**config.mk**
```make
export PLATFORM = sky130hd
export DESIGN_NAME = mem_arbiter
export DESIGN_NICKNAME = d
export VERILOG_FILES = /design/src/rtl/mem_arbiter_pkg.sv /design/src/rtl/mem_arbiter_rr_select2.sv /design/src/rtl/mem_arbiter.sv
export SDC_FILE = /design/constraint.sdc
export NUM_CORES = 1
export LEC_CHECK = 0
export ABC_CLOCK_PERIOD_IN_PS = 1900
export BUFFER_PORTS_ARGS = -buffer_cell sky130_fd_sc_hd__buf_2
export CORE_MARGIN = 2
export CORE_UTILIZATION = 45
export DETAILED_ROUTE_END_ITERATION = 12
export HOLD_SLACK_MARGIN = 0.06
export PLACE_DENSITY = 0.87
export SKIP_CTS_REPAIR_TIMING = 1
export SLEW_MARGIN = 30
export SYNTH_ARGS = -nofsm -noshare
export SYNTH_HDL_FRONTEND = slang
export SYNTH_SLANG_ARGS = --single-unit
```
**constraint.sdc**
```tcl
create_clock -name clk -period 1.9 [get_ports clk]
set_clock_uncertainty 0.2 [all_clocks]
set_input_delay 0.095 -clock clk [delete_from_list [all_inputs] [get_ports clk]]
set_output_delay 0.095 -clock clk [all_outputs]
set_load 0.05 [all_outputs]
```
**src/rtl/mem_arbiter_pkg.sv**
```systemverilog
// mem_arbiter_pkg: shared state encoding and port identifiers for the memory arbiter
package mem_arbiter_pkg;
    typedef enum logic [1:0] {
        ST_IDLE   = 2'd0,
        ST_ACCESS = 2'd1,
        ST_DONE   = 2'd2
    } state_t;

    typedef enum logic {
        PORT_IF = 1'b0,
        PORT_DM = 1'b1
    } port_t;

    // Marking the fetch port as last served gives the data port first pick after reset
    localparam port_t RESET_LAST = PORT_IF;
endpackage

```
**src/rtl/mem_arbiter_rr_select2.sv**
```systemverilog
// rr_select2: two-way round-robin selector, one-hot grant indexed by port_t (bit0 IF, bit1 DM)
module rr_select2
    import mem_arbiter_pkg::*;
(
    input  logic       i_req_if,
    input  logic       i_req_dm,
    input  port_t      i_last,
    output logic [1:0] o_gnt
);
    // A lone requester always wins; on contention the port not served last wins
    assign o_gnt[PORT_DM] = i_req_dm & (~i_req_if | (i_last == PORT_IF));
    assign o_gnt[PORT_IF] = i_req_if & (~i_req_dm | (i_last == PORT_DM));
endmodule

```
**src/rtl/mem_arbiter.sv**
```systemverilog
// mem_arbiter: shares one single-port memory between a fetch port and a data port
module mem_arbiter
    import mem_arbiter_pkg::*;
#(
    parameter int AW = 32,
    parameter int DW = 32
) (
    input  logic          clk,
    input  logic          rst_n,
    input  logic          if_req,
    input  logic [AW-1:0] if_addr,
    output logic          if_gnt,
    output logic          if_done,
    output logic [DW-1:0] if_rdata,
    input  logic          dm_req,
    input  logic          dm_we,
    input  logic [AW-1:0] dm_addr,
    input  logic [DW-1:0] dm_wdata,
    output logic          dm_gnt,
    output logic          dm_done,
    output logic [DW-1:0] dm_rdata,
    output logic          mem_en,
    output logic          mem_we,
    output logic [AW-1:0] mem_addr,
    output logic [DW-1:0] mem_wdata,
    input  logic [DW-1:0] mem_rdata,
    input  logic          mem_ready,
    output logic          busy
);
    state_t        r_state;
    state_t        w_next;
    port_t         r_last;
    port_t         r_sel;
    logic          r_we;
    logic [AW-1:0] r_addr;
    logic [DW-1:0] r_wdata;
    logic [DW-1:0] r_if_rdata;
    logic [DW-1:0] r_dm_rdata;
    logic [1:0]    w_pick;
    logic          w_take;

    rr_select2 u_rr_select2 (
        .i_req_if (if_req),
        .i_req_dm (dm_req),
        .i_last   (r_last),
        .o_gnt    (w_pick)
    );

    assign w_take    = (r_state == ST_IDLE) && (|w_pick);
    assign mem_addr  = r_addr;
    assign mem_wdata = r_wdata;
    assign if_rdata  = r_if_rdata;
    assign dm_rdata  = r_dm_rdata;

    // State register; reset aborts any access in flight
    always_ff @(posedge clk or negedge rst_n) begin
        if (!rst_n) r_state <= ST_IDLE;
        else        r_state <= w_next;
    end

    // Next state and strobes; grants are gated by rst_n so none escape while reset is held
    always_comb begin
        w_next  = r_state;
        if_gnt  = 1'b0;
        dm_gnt  = 1'b0;
        mem_en  = 1'b0;
        mem_we  = 1'b0;
        if_done = 1'b0;
        dm_done = 1'b0;
        busy    = (r_state != ST_IDLE);
        case (r_state)
            ST_IDLE: begin
                if_gnt = rst_n & w_pick[PORT_IF];
                dm_gnt = rst_n & w_pick[PORT_DM];
                w_next = (|w_pick) ? ST_ACCESS : ST_IDLE;
            end
            ST_ACCESS: begin
                mem_en = 1'b1;
                mem_we = r_we;
                w_next = mem_ready ? ST_DONE : ST_ACCESS;
            end
            ST_DONE: begin
                if_done = (r_sel == PORT_IF);
                dm_done = (r_sel == PORT_DM);
                w_next  = ST_IDLE;
            end
            default: w_next = ST_IDLE;
        endcase
    end

    // Capture the winner's request, collect read data, and advance the round-robin pointer
    always_ff @(posedge clk or negedge rst_n) begin
        if (!rst_n) begin
            r_last     <= RESET_LAST;
            r_sel      <= PORT_IF;
            r_we       <= 1'b0;
            r_addr     <= '0;
            r_wdata    <= '0;
            r_if_rdata <= '0;
            r_dm_rdata <= '0;
        end else begin
            if (w_take) begin
                r_sel   <= w_pick[PORT_DM] ? PORT_DM : PORT_IF;
                r_we    <= w_pick[PORT_DM] & dm_we;
                r_addr  <= w_pick[PORT_DM] ? dm_addr : if_addr;
                r_wdata <= w_pick[PORT_DM] ? dm_wdata : '0;
            end
            if (r_state == ST_ACCESS && mem_ready && !r_we) begin
                if (r_sel == PORT_IF) r_if_rdata <= mem_rdata;
                else                  r_dm_rdata <= mem_rdata;
            end
            if (r_state == ST_DONE) r_last <= r_sel;
        end
    end
endmodule

```
==> results.json <==
{
  "gr-usage-met3_pct": 5.886,
  "seqPwrFrac_pct": 27.8,
  "hold_violations": 0,
  "relSlewSlack_pct": 56.51,
  "swShare_pct": 49.90,
  "grt_max_degree": 121,
  "tritoncts": "built",
  "vias": 5242,
  "worstHoldEndpoint": "mem_addr[22]",
  "cts_buffers": 17,
  "drive_above_1_share_pct": 42.50,
  "use_met2_pct": 35.10,
  "netlist.area_leader.share_pct": 63.29,
  "grt-ovfl-total": 0,
  "synth.distinct_cells": 27,
  "multi_input_area_mm2": 0.001784,
  "crit_arrival_ns": 1.98,
  "clk_pin_slew_ns": 0.06,
  "drt_pass1_iterations": 7,
  "final_nets": 954,
  "synth_simple_gate_area_share_pct": 6.686,
  "hp-class": "in2reg",
  "vias_per_cell": 5.365,
  "ys_warn_count": 0,
  "synth_compound_area_share_pct": 13.13,
  "numPortBuffers": 268,
  "fill_cells": 619,
  "pwr-share-clk_pct": 18.9,
  "r2r_slack_ns": 0.04,
  "r2r_cells": 4,
  "worst_pin_slew_ns": 0.6503,
  "hold_ws_ns": 0.1288,
  "combPwrFrac_pct": 53.2,
  "min_from": "if_req",
  "drv_slew": 0,
  "grt_first_pass_wirelength_um": 21560,
  "die_h_um": 112.1,
  "die_w_um": 112.1,
  "power_switching_w": 0.008946,
  "drt_wl_total_um": 18260,
  "cp.required_ns": 2.02,
  "dp_hpwl_um": 9714,
  "ir_drop_mv": 1.840,
  "yosys-top-cells-area": "dfrtp_1 63%, mux2_1 7.1%, mux2_2 6.6%, a22o_1 5.5%, nand2_1 4.6%",
  "wl_per_cell_um": 18.69,
  "synth_area_mm2": 0.005259,
  "synth_top_area_cell": "dfrtp_1",
  "cp_max_fo": 5,
  "power.density_mw_per_mm2": 2024,
  "core_mm2": 0.01142,
  "endpoint_kind": "flip-flop",
  "first_global_vias": 4486,
  "drt_first_iter_violations": 412,
  "fin_total_pwr_w": 0.01793,
  "r2r-end": "mem_addr[19]",
  "critPathLaunchType": "flip-flop",
  "busiest_layer": "met2",
  "muxShareOfSynthArea_pct": 13.70,
  "fmax_mhz": 537.8,
  "die_area_mm2": 0.01257,
  "synth_seq_cells": 133,
  "p_leak_nw": 4.390,
  "min_period_ns": 1.860,
  "cts_buffer_depth": 2,
  "ys.flop_type": "dfrtp_1",
  "root_buffer": "clkbuf_16",
  "internal_power_w": 0.008984,
  "synth_top_family_by_area": "multiplexers",
  "yosysMostFrequentCell": "dfrtp_1",
  "final_cells": 977,
  "rsz0062_at_grt": "true",
  "period_share_pct": 97.87,
  "worst_slack_ns": 0.04045,
  "initial_core_util_pct": 46.06,
  "cts.sinks": 133,
  "ys_top_cells_by_count": "133 x dfrtp_1, 65 x nand2_1, 33 x a21oi_1, 33 x a22o_1, 33 x mux2_1",
  "ys_seq_area_share_pct": 63.29,
  "synthCells": 414,
  "rows": 39,
  "ant_nets": 0,
  "grt_usage_pct": 21.40,
  "areaGrowthSynthToFinish_pct": 68.45,
  "gp_congestion": 0.8366,
  "worstSetupPathType": "reg2reg",
  "async_flop_share_pct": 100.0,
  "synthXorXnorAreaFrac_pct": 0,
  "route.detailed.drc": 0,
  "place_ws_ns": 0.08911,
  "syn_nets": 548,
  "synth-edff-count": 0,
  "cap_viol_max_count": 0,
  "clk_latency_ns": 0.40,
  "grt.met1_usage_pct": 27.58,
  "ios": 269,
  "antenna_found_initial": 0,
  "synth_adder_area_share_pct": 0,
  "placedCellCount": 808,
  "htreeDepth": 4,
  "status": "completed",
  "reg2reg_from": "r_last",
  "setup_viol": 0,
  "holdPathStages": 5,
  "seqCellArea_mm2": 0.003329,
  "avgSynthCellArea_um2": 12.70
}
layer usage:
layer | part of all wire [%] | wire length [um] | vias up
met5 | 0 | 0 | -
li1 | - | - | 2294
met1 | 38 | 7014 | 2535
met4 | 3.5 | 638 | 0
met3 | 8.9 | 1627 | 58
met2 | 49 | 8977 | 355
power groups by stage:
stage | combinational (W) | sequential, W | clock, W
6_report | 0.00954 | 0.00499 | 0.00340
5_1_grt | 0.00993 | 0.00513 | 0.00360
4_1_cts | 0.00907 | 0.00492 | 0.00347
3_5_place_dp | 0.00908 | 0.00494 | 0
3_3_place_gp | 0.00889 | 0.00486 | 0
2_1_floorplan | 0.00219 | 0.00944 | 0
state kept, by name, indices dropped and copies added, names as in the netlist:
signal,flops
mem_wdata,32
r_sel,1
r_we,1
r_last,1
dm_rdata,32
if_rdata,32
r_state,2
mem_addr,32
through the flow:
step / utilization, % / area (um^2) / setup TNS [ns]
5_1_grt: 77.56 / 8856 / -0.3209
2_1_floorplan: - / 5269 / -0.6909
3_5_place_dp: 59.86 / 6835 / 0
4_1_cts: 65.32 / 7458 / -0.1451
3_3_place_gp: 59.86 / 6835 / 0
6_report: 77.58 / 8859 / 0
worst max-delay path: stages (launching register included):
cell and delay, ns:
dfrtp_1 0.43, a21boi_2 0.31, nand2_1 0.10, dlygate4sd3_1 0.58
a31oi_1 0.17
worst max-delay path by stage:
stage | start | to | cells after the start
after global placement | r_state[1] | if_rdata[0] | 4
after floorplan | r_state[1] | if_rdata[10] | 5
after CTS | r_state[1] | if_gnt | 5
after detailed placement | r_state[1] | if_rdata[13] | 4
after global routing | r_state[0] | if_gnt | 5
final | r_last | mem_addr[19] | 4
cell families (layout without fill, tap and decap cells):
group           count (synthesis)  after routing
buf+inv                        35            454
flops                         133            133
mux                            64             64
simple gates                   79             79
compound gates                103            103
other cells                     0              1
layout by cell type, fill, tap and decap left out, types with 4 or more instances in the layout:
cell,Yosys,layout
a21oi_1,33,32
a22o_1,33,33
a31oi_1,32,32
buf_12,0,7
buf_2,11,264
buf_4,0,10
clkbuf_16,0,18
dfrtp_1,133,132
dlygate4sd3_1,0,134
inv_1,4,4
inv_6,0,5
mux2_1,33,33
mux2_2,31,31
nand2_1,65,65
final cells by class:
class | count | share of cell area (%)
antenna | 1 | 0.02825
multi-input combinational | 246 | 20.14
clock buffer | 20 | 5.155
inverter | 4 | 0.1695
timing repair buffer | 418 | 33.02
tap | 143 | 2.020
sequential | 133 | 37.58
clock inverter | 12 | 1.879
Power figures use the tool's default switching activity.
